--- src/rtl/debounce_bank.sv ---
// debounce_bank
//   Multi-channel input conditioner for buttons and switches. Every channel
//   runs its own synchroniser, optional polarity inversion, stability-count
//   debouncer, edge detector and (optionally) a hold-to-repeat pulse
//   generator, so downstream FSMs can consume clean, single-cycle events.
//
// Ports
//   clk_in      system clock
//   rst_in      asynchronous, active-high reset
//   noisy_in    [CHANNELS] raw pin levels, asynchronous to clk_in
//   clean_out   [CHANNELS] debounced logical level (1 = asserted)
//   rise_out    [CHANNELS] one-cycle pulse when clean_out goes 0->1
//   fall_out    [CHANNELS] one-cycle pulse when clean_out goes 1->0
//   repeat_out  [CHANNELS] one-cycle pulse on press, plus auto-repeat while held
module debounce_bank #(
  parameter int                  CHANNELS      = 5,
  parameter int                  NSYNC         = 3,
  parameter int                  STABLE_COUNT  = 1_000_000,
  parameter logic [CHANNELS-1:0] INVERT_MASK   = '0,
  parameter logic [CHANNELS-1:0] REPEAT_MASK   = '0,
  parameter int                  REPEAT_DELAY  = 50_000_000,
  parameter int                  REPEAT_PERIOD = 10_000_000
) (
  input  logic                clk_in,
  input  logic                rst_in,
  input  logic [CHANNELS-1:0] noisy_in,
  output logic [CHANNELS-1:0] clean_out,
  output logic [CHANNELS-1:0] rise_out,
  output logic [CHANNELS-1:0] fall_out,
  output logic [CHANNELS-1:0] repeat_out
);

  localparam int               CNT_W    = (STABLE_COUNT > 1) ? $clog2(STABLE_COUNT) : 1;
  localparam logic [CNT_W-1:0] CNT_LAST = CNT_W'(STABLE_COUNT - 1);

  for (genvar i = 0; i < CHANNELS; i++) begin : g_chan
    logic [NSYNC-1:0] sync_q;
    logic             cand_q;
    logic [CNT_W-1:0] cnt_q;
    logic             clean_q;
    logic             clean_d;
    logic             rise_q;
    logic             fall_q;
    logic             level_s;

    assign level_s = sync_q[NSYNC-1];

    // Synchroniser chain; active-low pins are inverted before the first flop
    // so everything downstream works in "1 = asserted" terms.
    always_ff @(posedge clk_in or posedge rst_in) begin
      if (rst_in) begin
        sync_q <= '0;
      end else begin
        sync_q <= {sync_q[NSYNC-2:0], noisy_in[i] ^ INVERT_MASK[i]};
      end
    end

    // The debounced level adopts the candidate only once the synchronised
    // level has matched it for STABLE_COUNT consecutive comparisons.
    always_comb begin
      clean_d = clean_q;
      if ((level_s == cand_q) && (cnt_q == CNT_LAST)) begin
        clean_d = cand_q;
      end
    end

    // Candidate/count tracking plus registered edge pulses. The counter
    // saturates so a long-held level never wraps into a false restart.
    always_ff @(posedge clk_in or posedge rst_in) begin
      if (rst_in) begin
        cand_q  <= 1'b0;
        cnt_q   <= '0;
        clean_q <= 1'b0;
        rise_q  <= 1'b0;
        fall_q  <= 1'b0;
      end else begin
        if (level_s != cand_q) begin
          cand_q <= level_s;
          cnt_q  <= '0;
        end else if (cnt_q != CNT_LAST) begin
          cnt_q <= cnt_q + CNT_W'(1);
        end
        clean_q <= clean_d;
        rise_q  <= clean_d & ~clean_q;
        fall_q  <= ~clean_d & clean_q;
      end
    end

    assign clean_out[i] = clean_q;
    assign rise_out[i]  = rise_q;
    assign fall_out[i]  = fall_q;

    if (REPEAT_MASK[i]) begin : g_rpt
      localparam int              RC_SPAN     = (REPEAT_DELAY > REPEAT_PERIOD) ? REPEAT_DELAY : REPEAT_PERIOD;
      localparam int              RC_W        = $clog2(RC_SPAN);
      localparam logic [RC_W-1:0] DELAY_LAST  = RC_W'(REPEAT_DELAY - 1);
      localparam logic [RC_W-1:0] PERIOD_LAST = RC_W'(REPEAT_PERIOD - 1);
      localparam logic [1:0]      ST_IDLE     = 2'd0;
      localparam logic [1:0]      ST_DELAY    = 2'd1;
      localparam logic [1:0]      ST_REPEAT   = 2'd2;

      logic [1:0]      state_q;
      logic [RC_W-1:0] rc_q;
      logic            rpt_q;

      // Hold-to-repeat FSM. A release always wins: the FSM drops to IDLE on
      // the same edge that raises fall_out, suppressing any pulse that was
      // due in that cycle.
      always_ff @(posedge clk_in or posedge rst_in) begin
        if (rst_in) begin
          state_q <= ST_IDLE;
          rc_q    <= '0;
          rpt_q   <= 1'b0;
        end else begin
          rpt_q <= 1'b0;
          if (~clean_d & clean_q) begin
            state_q <= ST_IDLE;
            rc_q    <= '0;
          end else begin
            case (state_q)
              ST_IDLE: begin
                if (clean_d & ~clean_q) begin
                  state_q <= ST_DELAY;
                  rc_q    <= '0;
                  rpt_q   <= 1'b1;
                end
              end
              ST_DELAY: begin
                if (rc_q == DELAY_LAST) begin
                  state_q <= ST_REPEAT;
                  rc_q    <= '0;
                  rpt_q   <= 1'b1;
                end else begin
                  rc_q <= rc_q + RC_W'(1);
                end
              end
              ST_REPEAT: begin
                if (rc_q == PERIOD_LAST) begin
                  rc_q  <= '0;
                  rpt_q <= 1'b1;
                end else begin
                  rc_q <= rc_q + RC_W'(1);
                end
              end
              default: begin
                state_q <= ST_IDLE;
                rc_q    <= '0;
              end
            endcase
          end
        end
      end

      assign repeat_out[i] = rpt_q;
    end else begin : g_norpt
      // Without auto-repeat the press pulse is simply the rise pulse.
      assign repeat_out[i] = rise_q;
    end
  end

endmodule
--- config.mk ---
export PLATFORM = sky130hd
export DESIGN_NAME = debounce_bank
export DESIGN_NICKNAME = d
export VERILOG_FILES = /design/src/rtl/debounce_bank.sv
export SDC_FILE = /design/constraint.sdc
export NUM_CORES = 1
export LEC_CHECK = 0
export ABC_AREA = 1
export CAP_MARGIN = 40
export CORE_MARGIN = 5
export CORE_UTILIZATION = 40
export CTS_CLUSTER_DIAMETER = 60
export DETAILED_ROUTE_END_ITERATION = 8
export MAX_ROUTING_LAYER = met4
export SETUP_SLACK_MARGIN = 0.4
export SLEW_MARGIN = 20
export SYNTH_ARGS = -nofsm -noshare
export SYNTH_HDL_FRONTEND = slang
export SYNTH_SLANG_ARGS = --single-unit
--- constraint.sdc ---
create_clock -name clk_in -period 4.27 [get_ports clk_in]
set_input_delay 0.854 -clock clk_in [delete_from_list [all_inputs] [get_ports clk_in]]
set_output_delay 0.854 -clock clk_in [all_outputs]
set_load 0.03 [all_outputs]
### Word level (Yosys, flattened, before mapping)

Index checks and enable logic that the tools add are counted.

| storage, ports and cells | value |
|---|---|
| output and inout port bits | 20 |
| bits in registers | 135 |
| word-level logic and storage cells | 100 |

| operators by class | value |
|---|---|
| reductions and logical operators | 10 |
| muxes and demuxes | 15 |
| bitwise operators | 20 |
| add/subtract/negate cells | 5 |
| eq/ne operators | 20 |

Operator list:

| operator | count |
|---|---|
| 20-bit two-way mux | 10 |
| 20-bit by 1-bit adder with 20-bit output (second input constant) | 5 |
| 20-bit == test (second input constant) | 5 |
| 20-bit inequality test (second input constant) | 5 |
| 1-bit AND | 10 |
| 1-bit NOT | 10 |
| 2-bit nonzero test | 5 |
| 1-bit == test | 5 |
| 1-bit logical AND | 5 |
| 1-bit two-way mux | 5 |
| 1-bit inequality test | 5 |

### Depth between registers and ports, before layout

Gate-level depths: netlist of the first run.

| logic depth | value |
|---|---|
| depth after elaboration | 5 |
| mapped depth | 9 |

### Worst setup path after synthesis of the first run

OpenSTA, ideal clock, no wires.

| timing path | value |
|---|---|
| kind | register -> output |
| start point | register g_chan[2].clean_q |
| end point | output clean_out[2] |
| buffers on the path | 1 |
| required time | 3.416 ns |
| arrival time | 0.546 ns |
| path slack | 2.870 ns |
| cell stages (with the launch flop) | 2 |
| path through | dfrtp_1 > buf_4 |

RTL lines:

| what | RTL line | source |
|---|---|---|
| start, declared | 40 | `logic clean_q;` |
| start signal, assigned | 83 | `clean_q <= clean_d;` |
| end, declared | 27 | `output logic [CHANNELS-1:0] clean_out,` |

No word-level cell between the ends.

### Worst setup path in the final report of the first run

| timing path | value |
|---|---|
| start point | register g_chan[4].clean_q |
| end point | output clean_out[4] |

RTL lines:

| what | RTL line |
|---|---|
| start, declared | 40 |
| start signal, assigned | 83 |

No word-level cell between the ends.

==> results of run 1 <==
## per-stage QoR
stage | power, mW | cells | setup slack (ps) | hold slack [ps]
2_1_floorplan | 1.42 | 963 | 1740 | 331
3_3_place_gp | 1.45 | 1187 | 2250 | 332
3_5_place_dp | 1.45 | 1187 | 2270 | 335
4_1_cts | 2.97 | 1219 | 1890 | 347
5_1_grt | 3.05 | 1219 | 1860 | 350
6_report | 2.92 | 1219 | 1920 | 345
## routing by layer
| metal | GRT usage (%) | up-vias | routed length (um) |
|---|---|---|---|
| li1 | - | 3054 | - |
| met1 | 21.3 | 2633 | 7290 |
| met2 | 23.5 | 84 | 6450 |
| met3 | 3.54 | 19 | 525 |
| met4 | 4.42 | 0 | 180 |
| met5 | - | - | 0 |
## report_power, final
group	total [mW]	switching [mW]	internal [mW]
Sequential	1.32	0.0181	1.30
Clock	1.50	0.557	0.940
Combinational	0.107	0.0775	0.0295
Total	2.92	0.652	2.27
## registers in the layout, indices dropped and copies added, names as in the netlist
register,cells
g_chan.cand_q,5
g_chan.clean_q,5
g_chan.cnt_q,100
g_chan.fall_q,5
g_chan.rise_q,5
g_chan.sync_q,15
## worst register-to-register path: stages (launching register included)
cell,delay [ps]
dfrtp_1,370
ha_1,210
nand3_1,130
inv_2,90
nand2_1,70
nor2_1,150
nand3_2,230
nor3_2,270
## path summary, 6_finish.rpt
path	from	cells after the start	end	slack (ps)
max reg2reg	g_chan[4].cnt_q[0]	7	g_chan[4].fall_q	2630
min	g_chan[1].sync_q[1]	0	g_chan[1].sync_q[2]	350
min in group asynchronous	rst_in	3	g_chan[2].clean_q	1000
min reg2reg	g_chan[1].sync_q[1]	0	g_chan[1].sync_q[2]	350
max in group asynchronous	rst_in	3	g_chan[3].cnt_q[13]	2770
max	g_chan[4].clean_q	1	clean_out[4]	1920
## cell type report
type                            count  share of cell area, %
Sequential cell                   135                   41.3
Multi-Input combinational cell    686                   39.2
Clock buffer                       23                   6.09
Inverter                          110                   5.10
Tap cell                          229                   3.50
Timing Repair Buffer               27                   3.43
Clock inverter                      9                   1.41
## cell families after synthesis
kind of cell | Yosys count
and+or+nand+nor | 610
buffers and inverters | 142
DFF | 135
xor gates and xnor gates | 15
adders and majority gates | 5
AOI/OAI and AO/OA | 56
## placed cells by master, fill, tap and decap left out, types with 3 or more instances in the layout
master / Yosys / layout
nand2_1: 254 / 254
nor2_1: 162 / 162
dfrtp_1: 135 / 135
inv_1: 95 / 94
nand3_1: 91 / 91
a21oi_1: 32 / 32
clkdlybuf4s50_1: 0 / 26
nand4_1: 23 / 23
nor3_1: 19 / 19
or2_2: 18 / 18
clkbuf_16: 0 / 17
inv_2: 15 / 15
o21ai_0: 13 / 13
nor2_2: 13 / 13
xor2_1: 11 / 11
nand2_2: 8 / 8
nor2_4: 8 / 8
o21ai_1: 7 / 7
clkinvlp_4: 0 / 6
nand3_2: 5 / 5
ha_1: 5 / 5
clkbuf_8: 0 / 5
xnor2_1: 4 / 4
nor3b_1: 3 / 3
==> reports/results.txt, run 1 <==
The flow ran to the end, and the final reports show no timing, DRC or antenna violations. The floorplan step set the die height to 144 um. The number of antenna diodes in the final layout is 0.

The HPWL after detailed placement was 10,000 um. The biggest area contributor in the post-synthesis netlist is dfrtp_1. In this run, post-CTS hold repair placed 0 buffers.

STA classifies the critical path startpoint as a flop. Number of flip-flops and latches in the synthesized netlist: 135. Count of buffers from port buffering: 26.

Number of antenna violations at the first check in global routing: 0. The worst setup path is of the flop to output port kind. Of the total synthesized cell area, the portion taken by XOR and XNOR cells is 1.83%. The filler cells instantiated in the layout total 1,760. Dividing the final minimum period by the clock period gives 55.0%. The count of instances resized after the clock tree is built came out at 0. The die is 144 um wide. The tools report the total number of clock tree sinks as 135. In the final layout, the multi-input gates occupy 3200 sq um.

Mean cell area of the mapped netlist: 7.47 sq um. Summed over all cells, the static leakage comes to 3.82 nW. The maximum number of buffers from clock root to sink is 2. In the post-synthesis netlist, the biggest area contributors are dfrtp_1, nand2_1, nor2_1, nand3_1, inv_1. The synthesis-to-finish area growth was 13.6%; the highest clock rate was 0.426 GHz. The sequential cell area was 3380 sq um; the number of enable-type register cells in the synthesized netlist was 0. By count the netlist is led by nand2_1, nor2_1, dfrtp_1, inv_1, nand3_1. In the final routed layout, each cell accounts on average for 11.8 um. The initial utilization of the core area, before any placement, comes to 40.3%.

For the share of the yosys chip area belonging to registers, the log shows 46.9%. Using the TritonRoute via totals, the vias-per-cell ratio works out to 4.75. The number of nets handed over by synthesis was 975. The highest cell delay on the worst timing path was 690 ps.

Share of post-route cells with drive strength above 1: 10.3%. Setup repair after global routing left no endpoint under its margin. The synthesized netlist contains 31 unique library cells. The die covers 20,800 sq um. Clock tree synthesis inserted a total of 17 buffers.

The via count of the first global-routing pass was 5,488. Detailed routing inserted a total of 5,790 vias. The leading cell type by number of instances after synthesis was nand2_1. In this run the count of I/O pins placed on the die edge is 27. For the count of final hold-check violations, the log shows 0. The mapped netlist covers 7200 sq um. The post-synthesis share of cell area spent on full adders, half adders and majority gates came out at 0.869%. The simple-gate share of the synthesized area is 37.8%.

TritonCTS built the clock tree. Multiplexer cells account for 0% of the synthesized area. In this run the worst path has a maximum fanout of 4. STA classifies the critical path endpoint as an output port. For the worst setup path, the data required time is 3420 ps. Walking the worst path, the cells encountered are clkdlybuf4s50_1. For this run, the leading register cell type out of synthesis is dfrtp_1.

The logs give 0 for the max capacitance violation total and 25,700 um for the global-route wire length before repair. The tools report the cell chosen for the clock root as clkbuf_16. The logs give 366 for the initial DRC count and 1500 ps for the endpoint arrival time on the critical path.

The logs give 0 for the post-detailed-route count of antenna-violating nets and 0 for the number of DRC violations after detailed routing. Summing the areas of all compound-gate instances in the mapped netlist gives 4.02% of the synthesized area. The insertion delay of the later-clocked pin in the worst-skew pair is 420 ps, and the placer's final routability congestion estimate is 0.835. Setup violations remaining at the end of the flow were counted as 0. The worst ir drop on vdd came out at 0.266 mV. The core region is 17,800 sq um. Worst min-delay path class: flop to flop.

The areal power density over the cells is 358 nW/um^2, and the final-report max-slew violation count is 0. The buffer count from post-CTS setup fixing came out at 0. The top-area cell type share of the netlist area is 46.9%, and the remaining global-route overflow is 0. In this run the cell area measured after placement is 7560 sq um.

The core occupancy in the finished layout was 45.8%; the maximum level of the CTS H-tree was 4. Across every metal layer, demand over resource in global routing totals 15.6%. Across the routed clock network, the largest skew measured is 7.50 ps. Broken down by cell family, the worst path's largest delay share belongs to buffers and inverters. For this design, the slowest cell found on the critical path is clkdlybuf4s50_1. For the maximum number of pins on one net before global-route repair, the log shows 136. Layout net count: 989.

After routing the design area is 8180 sq um. The iteration count of the initial detailed-routing pass is 5, and the number of buffers and inverters on the critical path is 1. At the pin with the least slew margin, the transition time is 711 ps. After detailed routing, the total wire length is 14,400 um. Setup TNS after final layout: 0 ps. Row generation in the floorplan step produced 49 rows. The worst pin sits at a relative slew slack of 52.6%.

The Yosys step of the flow raised 0 warnings. The share of synthesized registers carrying an async set or reset came out at 100%. After synthesis, the largest family of logic cells by area is simple AND/OR/NAND/NOR gates. After clock tree synthesis, the clock-pin slew on the worst setup and hold paths is 60 ps. Counting I/O delays and the setup requirement, the final critical path takes 2350 ps.

The tools report the count of mapped cells out of synthesis as 963.
Note: power is estimated with default switching activity, not from simulation.
==> run 2, diff against run 1 <==
- clock period: 4.27 -> 2.28 ns (I/O delays scaled with it)
==> run 2 against run 1 <==
  * Cell area hardly changed
  * Die area stayed put
  * Critical path type unchanged
  * Largest power group unchanged
  * Clock power rose by 84%
==> reports/results.txt, run 2 (synthesis results as in run 1) <==
The run finished with clean final reports. The count of buffers from port buffering works out to 26 (unchanged). Normalized max-slew margin: 58.1% (+5.4 points). The via total after detailed routing is 5,851 (+1.1%).

For the final wirelength, the log shows 14,500 um (+0.71%). The final worst-path cycle share was 74.9%; the layout net count was 992 (+0.30%). The maximum level of the CTS H-tree was 4 (unchanged); the die width was 144 um (unchanged). Traced cell by cell, the critical path runs through dlygate4sd2_1. The tools report the maximum number of pins on one net before global-route repair as 76 (-44%).

The flip-flop count of the largest register after layout came out at 100 (unchanged). The post-layout total power came out at 5.44 mW (+86%). The number of DRC violations after detailed routing was 0 (unchanged); the clock transition at the registers of the reported paths was 60 ps (about the same). The total number of clock tree sinks was 135 (unchanged). The die boundary height was 144 um (unchanged). The remaining global-route overflow is 0 (unchanged). Register with the most flip-flops: g_chan.cnt_q.

By startpoint and endpoint, the worst setup path is classified as flop to output port. For the worst clock skew, the log shows 7.84 ps (+0.347 ps). The worst min-delay path class was input port to asynchronous set/reset pin.

For the initial DRC count, the log shows 336 (-8.2%). The number of buffers and inverters on the critical path is 1 (unchanged). The setup TNS after final layout came out at 0 ps (unchanged). The tools report the number of buffers created by CTS as 17 (unchanged).

The number of antenna diodes came out at 0 (unchanged). TritonCTS built the clock tree. The critical path data required time came out at 1820 ps (-1600 ps).

The slowest library cell on the worst path is dlygate4sd2_1. The library cell used most frequently in the layout, excluding fill and tap cells, is nand2_1. The number of setup violations in the final report is 0 (unchanged), and the actual slew at the worst max-slew pin is 628 ps (-82.3 ps). The tools report the placed instance area as 7600 sq um (+0.46%). The quantity of hold-fixing buffers added after cts came out at 0 (unchanged).

Cell chosen for the clock root: clkbuf_16. The number of top-level pins was 27 (unchanged). For the insertion delay of the later-clocked pin in the worst-skew pair, the log shows 420 ps (about the same). Max capacitance violation total: 0 (unchanged). The worst setup path is launched from a flop.

Count of final hold-check violations: 0 (unchanged). The synthesis-to-finish area growth works out to 13.6% (about the same). In this run the critical register-to-register path is launched from g_chan[2].cnt_q[1]. The highest cell delay on the worst timing path works out to 420 ps (-270 ps). The tools report the endpoint class of the critical path as an output port. The leakage power is 3.98 nW (+4.2%). Setup repair after global routing left no endpoint under its margin.

The most critical setup path has its startpoint at g_chan[4].clean_q. The run gives 2 (unchanged) as the maximum number of buffers from clock root to sink. Derived from the worst setup path, the maximum achievable clock frequency is 0.586 GHz.

The number of antenna violations at the first check in global routing came out at 0 (unchanged). For the finished layout, the period the worst path requires is 1710 ps. The logs give 5 (unchanged) for the iteration count of the initial detailed-routing pass and 40.3% (unchanged) for the effective utilization at floorplan.

The library cells used most frequently in the layout, excluding fill and tap cells, are nand2_1, nor2_1, dfrtp_1, inv_1, nand3_1. The largest registers in the layout are g_chan.cnt_q (100), g_chan.sync_q (15). Kind of cell adding the most delay to the critical path: buffers and inverters. The share of post-route cells with drive strength above 1 is 10.7% (+0.37 points).

The final cell area excluding filler cells is 8180 sq um (about the same), and the critical-path maximum fanout is 4 (unchanged). The run gives 26,100 um (+1.4%) as the global-route wire length before repair. The detailed-route vias per instance was 4.79 (+0.81%); the floorplan core area was 17,800 sq um (unchanged). The placer's final routability congestion estimate is 0.861 (+3.1%), and the via count of the first global-routing pass is 5,643 (+2.8%). The floorplan row count was 49 (unchanged). The tools report the area of the die as 20,800 sq um (unchanged). The areal power density over the cells is 666 nW/um^2 (+86%), and the detail-routed net length per standard cell is 11.9 um (+0.46%). The HPWL after detailed placement was 10,400 um (+3.7%); the post-detailed-route count of antenna-violating nets was 0 (unchanged). The final-report max-slew violation count was 0 (unchanged).

The run gives 1250 ps (-250 ps) as the endpoint arrival time on the critical path. The global routing usage summed across all routing layers was 15.7% (+0.059 points); the worst ir drop on vdd was 0.559 mV (+110%).
run 2: final cells by class:
class | instances | area (sq um)
multi-input combinational | 686 | 3200
sequential | 135 | 3380
fill | 1777 | 9660
timing repair buffer | 30 | 302
tap | 229 | 287
inverter | 110 | 417
clock buffer | 19 | 453
clock inverter | 13 | 141
run 2: through the flow:
step / util, % / hold slack [ps] / instances / worst slack (ps)
floorplan: - / 331 / 963 / 145
CTS: 45.8 / 291 / 1222 / 401
detailed placement: 42.6 / 335 / 1190 / 678
global route: 45.8 / 318 / 1222 / 512
global placement: 42.6 / 332 / 1190 / 701
finish: 45.8 / 300 / 1222 / 573
run 2: path summary, 6_finish.rpt:
check | cells past startpoint | to | slack [ps]
setup / recovery | 1 | clean_out[4] | 570
hold / removal | 2 | g_chan[4].cand_q | 300
setup reg to reg | 8 | g_chan[2].clean_q | 670
hold reg to reg | 0 | g_chan[1].sync_q[2] | 350
max in group asynchronous | 3 | g_chan[1].cnt_q[0] | 1370
min in group clk_in | 0 | g_chan[1].sync_q[2] | 350
run 2: repair_timing:
item                                    CTS  global route
endpoints found under the setup margin   17             3
gates resized for setup                  17             3
hold endpoints to repair                  0             0
pin swaps                                 0             0
buffers inserted                          0             0
run 2: where the power goes:
part           leakage, nW  internal, mW  switching, mW
sequential            1.83          2.44         0.0348
combinational         1.87        0.0624          0.147
clock                0.287          1.68           1.08
run 2: per-layer routing:
metal | up-vias | GRT usage [%] | part of all wire, %
met3 | 13 | 3.44 | 3.1
met5 | - | - | 0
li1 | 3069 | - | -
met2 | 73 | 23.1 | 44
met1 | 2696 | 22.1 | 52
met4 | 0 | 4.03 | 1.1
==> run 3, diff against run 2 <==
- clock period: 2.28 -> 1.4 ns (I/O delays scaled with it)
==> run 3 against run 2 <==
  * Count of clock-buffer cells in the layout is 6 higher
  * Worst setup slack worse by 560 ps
  * Clock skew hardly changed
  * Wire length is 20% higher
  * Final cell count is 11% higher
  * Critical path depth is 7 higher
  * Register-to-register slack worse by 660 ps
  * Worst hold slack worse by 10 ps
  * Die area stayed put
  * Global-route usage is 1.9 points higher
  * Clock power is 65% higher
==> reports/results.txt, run 3 (synthesis results as in run 1) <==
The run gives 0 (unchanged) as the final-report max-slew violation count. The clock period could shrink to 1390 ps. The worst clock skew is 8.04 ps (+0.199 ps), and the critical-path maximum fanout is 4 (unchanged). Max capacitance violation total: 0 (unchanged). The tools report the endpoint class of the critical path as a flop.

The library cell used most frequently in the layout, excluding fill and tap cells, is nand2_1. The flip-flop count of the largest register after layout is 100 (unchanged). The via count of the first global-routing pass is 6,402 (+13%), and the global-route wire length before repair is 29,100 um (+12%). The post-layout total power was 9.22 mW (+69%). The largest registers in the layout are g_chan.cnt_q (100), g_chan.sync_q (15). The placer's final routability congestion estimate is 0.835 (-2.9%), and the number of setup violations in the final report is 0 (unchanged). The count of buffers from port buffering is 26 (unchanged), and the maximum level of the CTS H-tree is 4 (unchanged). Actual slew at the worst max-slew pin: 388 ps (-240 ps). The synthesis-to-finish area growth is 50.3%, and the initial DRC count is 228 (-32%). The run gives 5 (unchanged) as the iteration count of the initial detailed-routing pass. The logs give 0 (unchanged) for the quantity of hold-fixing buffers added after cts and 17,800 sq um (unchanged) for the floorplan core area. The number of buffers created by CTS is 17 (unchanged), and the area of the die is 20,800 sq um (unchanged). The tools report the cell chosen for the clock root as clkbuf_16. The total number of clock tree sinks was 135 (unchanged); the leakage power was 4.98 nW (+25%).

The sequential power share was 43.9% (-1.5 points). The tools report the insertion delay of the later-clocked pin in the worst-skew pair as 410 ps (about the same). Final wirelength: 17,500 um (+20%). The worst min-delay path class is input port to asynchronous set/reset pin.

For the final cell count without fillers, the log shows 1,352 (+11%). Die width: 144 um (unchanged). The top cell types in the final layout, fill and taps aside, are nand2_1, dfrtp_1, buf_4, nor2_1, inv_1. The share of post-route cells with drive strength above 1 was 47.1% (+36 points). The tools report the number of top-level pins as 27 (unchanged).

The run gives 0 (unchanged) as the number of antenna diodes. The maximum number of pins on one net before global-route repair came out at 57 (-25%). The floorplan row count came out at 49 (unchanged).

TritonCTS built the clock tree. For the via total after detailed routing, the log shows 6,576 (+12%). For the normalized max-slew margin, the log shows 74.0% (+16 points).

The detail-routed net length per standard cell is 12.9 um (+8.5%). The number of DRC violations after detailed routing is 0 (unchanged). The post-detailed-route count of antenna-violating nets is 0 (unchanged), and the share of power burned in combinational logic is 6.6% (+2.8 points). The run finished with clean final reports.

The worst ir drop on vdd was 1.26 mV (+120%); the relative contribution of the clock network to total power was 49.5% (-1.2 points). The highest clock rate came out at 0.719 GHz. For the remaining global-route overflow, the log shows 0 (unchanged). The number of placed cells counting well taps came out at 1,247 (+4.8%). The critical path class was flop to flop. The number of antenna violations at the first check in global routing was 0 (unchanged); the effective utilization at floorplan was 40.3% (unchanged). The areal power density over the cells was 853 nW/um^2 (+28%); the clock transition at the registers of the reported paths was 50 ps (about the same). Layout net count: 1,126 (+14%). STA classifies the critical path startpoint as a flop. The endpoint arrival time on the critical path is 1690 ps (+440 ps). The net load switching power came out at 1.97 mW (+56%). The die boundary height was 144 um (unchanged); the count of final hold-check violations was 0 (unchanged).

The detailed-route vias per instance is 4.86 (+1.6%). The maximum number of buffers from clock root to sink came out at 2 (unchanged). The critical path data required time is 1700 ps (-120 ps). The global routing usage summed across all routing layers was 17.6% (+1.9 points); the final worst-path cycle share was 99.3%.

HPWL after detailed placement: 11,200 um (+7.6%). Setup repair after global routing could not meet its margin everywhere. The internal power was 7.25 mW (+74%).

Switching portion of total power: 21.3% (-1.9 points). The register with the most flip-flops was g_chan.cnt_q.
## run 3: final timing paths
path	slack (ps)	endpoint	from	cells after the start
worst max-delay path	10	g_chan[0].cnt_q[10]	g_chan[0].cnt_q[1]	8
worst min-delay path	290	g_chan[3].cand_q	rst_in	3
worst max register to register	10	g_chan[0].cnt_q[10]	g_chan[0].cnt_q[1]	8
worst min register to register	350	g_chan[3].sync_q[1]	g_chan[3].sync_q[0]	0
max in group asynchronous	700	g_chan[2].cnt_q[13]	rst_in	4
min in group clk_in	300	g_chan[0].sync_q[0]	noisy_in[0]	1
## run 3: layout make-up
cell class | count | area [sq um]
clock buffers | 25 | 505
clock inverters | 3 | 90.1
fillers | 1501 | 7030
inverters | 110 | 464
multi-input cells | 687 | 4570
flip-flops and latches | 135 | 3400
well taps | 229 | 287
repair buffers | 163 | 1500
## run 3: layer usage
layer  vias up  track usage, %  routed length, um
li1       3335               -                  -
met4         0            5.89                260
met1      3144            21.2               7730
met2        69            29.4               9030
met3        28            3.74                433
met5         -               -                  0
## run 3: power groups by stage
stage / sequential [mW] / clock, mW / combinational, mW
floorplan: 4.10 / 0 / 0.313
global placement: 4.11 / 0 / 0.478
detailed placement: 4.11 / 0 / 0.482
CTS: 4.04 / 4.66 / 0.576
global route: 4.05 / 4.84 / 0.679
finish: 4.05 / 4.56 / 0.611
## run 3: repair_timing
item	4_1_cts	5_1_grt
pin swaps	64	76
endpoints found under the setup margin	135	135
gates resized for setup	266	170
cloned	1	0
buffers inserted	47	29
## run 3: critical path, cell delays in order (launching register included)
cell and delay (ps):
dfrtp_1 430, ha_4 190, nand3_4 70, clkinv_4 80, buf_12 130, buf_6 110, nand2_4 70, o21ai_1 60
nor3b_2 150
## run 3: per-stage QoR
stage	area (sq um)	setup slack (ps)	utilization (%)	hold slack, ps	TNS, ps
3_5_place_dp	8530	-46.1	47.8	335	-105
3_3_place_gp	8530	29.1	47.8	333	0
6_report	10800	9.83	60.6	290	0
5_1_grt	10800	-61.9	60.6	282	-711
2_1_floorplan	7710	-559	-	311	-75490
4_1_cts	9990	45.3	56.0	287	0
